--- config.mk ---
export PLATFORM = sky130hd
export DESIGN_NAME = lieat_exu_oitf
export DESIGN_NICKNAME = d
export VERILOG_FILES = /design/src/rtl/lieat_exu_oitf.sv
export SDC_FILE = /design/constraint.sdc
export NUM_CORES = 1
export LEC_CHECK = 0
export CELL_PAD_IN_SITES_DETAIL_PLACEMENT = 1
export CELL_PAD_IN_SITES_GLOBAL_PLACEMENT = 1
export CORE_AREA = 2 2 81 83
export DETAILED_ROUTE_END_ITERATION = 10
export DIE_AREA = 0 0 83 85
export GPL_ROUTABILITY_DRIVEN = 0
export PLACE_DENSITY = 0.81
export SYNTH_ARGS = -nofsm -noshare
export SYNTH_HDL_FRONTEND = slang
export SYNTH_SLANG_ARGS = --single-unit
--- constraint.sdc ---
create_clock -name clock -period 2.1 [get_ports clock]
set_input_delay 0.42 -clock clock [delete_from_list [all_inputs] [get_ports clock]]
set_output_delay 0.42 -clock clock [all_outputs]
set_load 0.02 [all_outputs]
--- src/rtl/lieat_exu_oitf.sv ---
// Outstanding Instruction Track FIFO: tracks in-flight long-pipe instructions
// and flags RAW/WAW hazards for the dispatch candidate.
module lieat_exu_oitf #(
    parameter int unsigned OITF_DEPTH = 4,
    parameter int unsigned RIDX_W     = 5,
    localparam int unsigned PTR_W     = $clog2(OITF_DEPTH)
) (
    input  logic              clock,
    input  logic              reset,
    input  logic              flush,
    input  logic              dis_ena,
    input  logic              dis_rdwen,
    input  logic [RIDX_W-1:0] dis_rd,
    output logic [PTR_W-1:0]  dis_ptr,
    input  logic              dis_rs1en,
    input  logic              dis_rs2en,
    input  logic [RIDX_W-1:0] dis_rs1,
    input  logic [RIDX_W-1:0] dis_rs2,
    output logic              oitf_raw_dep,
    output logic              oitf_waw_dep,
    output logic              oitf_full,
    output logic              oitf_empty,
    input  logic              ret_ena,
    output logic [PTR_W-1:0]  ret_ptr,
    output logic              ret_rdwen,
    output logic [RIDX_W-1:0] ret_rd
);

    logic [OITF_DEPTH-1:0] vld;
    logic [OITF_DEPTH-1:0] rdwen;
    logic [RIDX_W-1:0]     rd [OITF_DEPTH];
    logic [PTR_W-1:0]      wr_ptr;
    logic [PTR_W-1:0]      rd_ptr;
    logic                  wr_flg;
    logic                  rd_flg;
    logic                  alloc;
    logic                  retire;

    // Pointer advance with wrap; the flag toggles on every wrap so full/empty stay distinct.
    function automatic logic [PTR_W:0] ptr_inc(input logic flg, input logic [PTR_W-1:0] p);
        if (p == PTR_W'(OITF_DEPTH - 1)) begin
            return {~flg, PTR_W'(0)};
        end
        return {flg, p + PTR_W'(1)};
    endfunction

    assign oitf_empty = (wr_ptr == rd_ptr) && (wr_flg == rd_flg);
    assign oitf_full  = (wr_ptr == rd_ptr) && (wr_flg != rd_flg);
    assign alloc      = dis_ena && !oitf_full;
    assign retire     = ret_ena && !oitf_empty;

    assign dis_ptr   = wr_ptr;
    assign ret_ptr   = rd_ptr;
    assign ret_rdwen = !oitf_empty && rdwen[rd_ptr];
    assign ret_rd    = oitf_empty ? '0 : rd[rd_ptr];

    // Flush returns the tracker to exactly its reset state.
    always_ff @(posedge clock) begin
        if (reset || flush) begin
            vld    <= '0;
            rdwen  <= '0;
            wr_ptr <= '0;
            rd_ptr <= '0;
            wr_flg <= 1'b0;
            rd_flg <= 1'b0;
            for (int i = 0; i < int'(OITF_DEPTH); i++) begin
                rd[i] <= '0;
            end
        end else begin
            if (alloc) begin
                vld[wr_ptr]      <= 1'b1;
                rdwen[wr_ptr]    <= dis_rdwen && (dis_rd != '0);
                rd[wr_ptr]       <= dis_rd;
                {wr_flg, wr_ptr} <= ptr_inc(wr_flg, wr_ptr);
            end
            if (retire) begin
                vld[rd_ptr]      <= 1'b0;
                {rd_flg, rd_ptr} <= ptr_inc(rd_flg, rd_ptr);
            end
        end
    end

    // Hazard match against every outstanding writer, including one retiring this cycle.
    always_comb begin
        oitf_raw_dep = 1'b0;
        oitf_waw_dep = 1'b0;
        for (int i = 0; i < int'(OITF_DEPTH); i++) begin
            if (vld[i] && rdwen[i]) begin
                if ((dis_rs1en && (rd[i] == dis_rs1)) || (dis_rs2en && (rd[i] == dis_rs2))) begin
                    oitf_raw_dep = 1'b1;
                end
                if (dis_rdwen && (rd[i] == dis_rd)) begin
                    oitf_waw_dep = 1'b1;
                end
            end
        end
    end

endmodule

==> impl_metrics.tcl, run 1 <==
set metrics [dict create \
    max_freq_ghz 0.4012 \
    grt_pass1_wl_um 14430 \
    rsz0062_at_grt "yes" \
    detailed_route_wire_length_per_cell_um 23.61 \
    layout_cell_share_with_drive_strength_beyond_1_pct 36.65 \
    reg2reg_slack_ns 0.14 \
    clock_insertion_delay_worst_skew_ns 0.30 \
    syn-cell-area_um2 2514 \
    min_path_cells 2 \
    crit_path_max_incr_delay_ns 0.44 \
    cts_made_buffers 5 \
    final_hpwl_from_detailed_placement_um 6657 \
    design.die.area_um2 7055 \
    dp_worst_setup_slack_ns -0.9970 \
    drt-pass1-iter-count 4 \
    ir_worst_vdd_mv 0.4182 \
    num-nets-final 382 \
    worst-endpoint-required_ns 1.68 \
    core_area_um2 6205 \
    post_route_total_power_mw 1.829 \
    cpLargestDelayFamily "simple AND/OR/NAND/NOR gates" \
    count_of_distinct_cell_types_in_the_synthesized_netlist 36 \
    hold_slack_ns 0.6070 \
    pin_count 37 \
    insertedDiodeCount 0 \
    timing.rr.end "rd[1][1]" \
    worst-path-max-fanout 2 \
    cts_sinks 36 \
    critical_path.slowest_cell "edfxtp_1" \
    dieWidth_um 83 \
    start_kind "flop" \
    cp.buffers_inverters 2 \
    antenna_violations_before_repair 0 \
    rows 29 \
    violations "setup timing" \
    synth_top_flop_cell "edfxtp_1" \
    grt.overflow.total 0 \
    timing.critical_path.to_type "primary output" \
    cts_hold_buffers 0 \
    cts.reportedPaths.clkPinSlew_ns 0.09 \
    max_cap_viol_count 0 \
    most-common-layout-cells "buf_4, xnor2_1, xor2_1" \
    via_count 2413 \
    drt_wl_total_um 10130 \
    start_util_pct 40.51 \
    drt_iter0_markers 209 \
    layout.cells.most_common "buf_4" \
    cts_buffer_depth 2 \
    status "complete, but fails checks" \
    cts_tree "done" \
    root_buffer "clkbuf_8" \
    power_density_nw_per_um2 490.0 \
    timing.final.setup_violations 5 \
    post_synth_arst_share_pct 0 \
    report.final.slew_viol_count 0 \
    holdPathEnd "rdwen[1]" \
    critical_path_arrival_ns 2.07 \
    timing.reg2reg.worst_path_depth 4 \
    synth-warning-count 0 \
    worstPathCellList "buf_4 -> xor2_1 -> nor4_2 -> nand4_1 -> a41oi_2 -> buf_4" \
    worst-slew-pin-transition_ns 0.8787 \
    layout-area-overhead-vs-synth_pct 48.48 \
    drc 0 \
    dieHeight_um 85 \
    htree_levels 2 \
    number_of_flops_mapped_to_enable_cells_by_yosys 20 \
    criticalPathCategory "flop to primary output" \
    worstHoldStart "rdwen[1]" \
    timing.max_slew.rel_slack_pct 40.80 \
    drt-vias-per-instance 5.625 \
    finalHoldViolCount 0 \
    synth_seq_area_share_pct 36.64 \
    skew_ns 0.01112 \
    design_area_um2 3732 \
    final_critical_path_setup_slack_ns -0.3924 \
    number_of_global_route_vias_before_repair 2616 \
    syn-instance-count 248 \
    synth_register_bits 36 \
    post_synthesis_average_cell_area_um2 10.14 \
    placed_area_um2 3391 \
    tcrit_tclk_final_pct 118.7 \
    cpMostUsedCell "buf_4" \
    mappedNetlistNets 279 \
    finalCoreUtilization_pct 60.15 \
    worstHoldPathType "flop to flop" \
    static-leakage-power_nw 1.532 \
    rr_startpoint "wr_flg" \
    grtUsageTotal_pct 26.65 \
    largest_net_degree_at_the_start_of_global_routing 16 \
    numPortBuffers 36 \
    finalCriticalPeriod_ns 2.492 \
    num-fill-cells 662 \
    drt.antenna.violating_nets 0 \
]
[report_power, final]
| group | total (mW) | internal (mW) | switching [mW] |
|---|---|---|---|
| Sequential | 0.805 | 0.769 | 0.0362 |
| Combinational | 0.466 | 0.230 | 0.236 |
| Clock | 0.557 | 0.269 | 0.289 |
[metal layers]
metal / GRT usage (%) / vias up / share of wire, %
met2: 47.07 / 111 / 52
met3: 3.016 / 29 / 5.3
met5: 0 / - / 0
met4: 7.601 / 0 / 3.4
met1: 34.67 / 1206 / 40
li1: - / 1067 / -
[registers in the layout (all words and copies together), names as in the netlist, named ones only]
name	flops
rd	20
rdwen	4
vld	4
dis_ptr	2
ret_ptr	2
rd_flg	1
wr_flg	1
[worst max-delay path by stage]
| stage | startpoint | to | slack [ns] | cells past startpoint |
|---|---|---|---|---|
| 2_1_floorplan | dis_rd[0] | oitf_waw_dep | 0.07 | 5 |
| 3_3_place_gp | dis_rd[0] | oitf_waw_dep | -0.88 | 7 |
| 3_5_place_dp | dis_rd[4] | oitf_waw_dep | -1.0 | 6 |
| 4_1_cts | rd[2][2] | oitf_raw_dep | -0.31 | 6 |
| 5_1_grt | rd[1][0] | oitf_waw_dep | -0.46 | 6 |
| 6_report | rd[1][0] | oitf_waw_dep | -0.39 | 6 |
[per-stage QoR]
step / setup TNS (ns) / instances
after floorplan: 0 / 248
after global placement: -2.401 / 409
after detailed placement: -2.984 / 409
after CTS: -0.5591 / 427
after global routing: -1.154 / 429
final: -0.9024 / 429
[logic make-up (layout without fill, tap and decap cells)]
family | count (synthesis) | count (layout) | share of synthesized area, %
DFF | 36 | 36 | 36.64
buffers and inverters | 21 | 125 | 3.435
xor gates and xnor gates | 66 | 66 | 23.59
AOI/OAI and AO/OA | 25 | 25 | 7.018
muxes | 8 | 8 | 6.172
and+or+nand+nor | 84 | 84 | 19.16
adders and majority gates | 8 | 8 | 3.982
[cells in the mapped netlist (3+ instances only)]
master    count  area share, %
o21ai_0       9            1.8
ha_1          8            4.0
xor2_1       35             12
xnor2_1      29             10
nor2_1       11            1.6
and2_1       17            4.2
inv_1         7            1.0
mux4_2        6            5.4
nand2_1       8            1.2
a21oi_1       6            1.2
and3_1        5            1.2
edfxtp_1     20             24
nand3_1       6            1.2
nor4_1        8            2.0
a211oi_1      3           0.90
nor2b_1       6            1.5
buf_2         3           0.60
dfxtp_1      16             13
nand4_1      14            3.5
clkbuf_1      8            1.2
[worst register-to-register path: stages (launching register included)]
cell	delay, ns
dfxtp_1	0.33
buf_4	0.14
xnor2_1	0.23
o21ai_1	0.16
o21ai_0	0.73
[layout make-up]
cell class                      instances  area, um2  area share, %
Tap cell                               77      96.34          2.581
Timing Repair Buffer                  110      932.1          24.97
Multi-Input combinational cell        191       1657          44.38
Sequential cell                        36      924.6          24.77
Inverter                                7      26.28         0.7040
Clock buffer                            6      82.58          2.213
Clock inverter                          2      13.76         0.3688
[timing repair]
action	CTS	global route
endpoints found under the setup margin	10	9
buffers inserted	10	4
hold endpoints to repair	0	0
resized for setup	69	30
pin swaps	11	8
(Power assumes the default switching activity.)
==> run 2, diff against run 1 <==
Settings changed: CTS_CLUSTER_DIAMETER from default to 40.
==> results of run 2 <==
Final layout, timing and power as in run 1 (identical DEF).
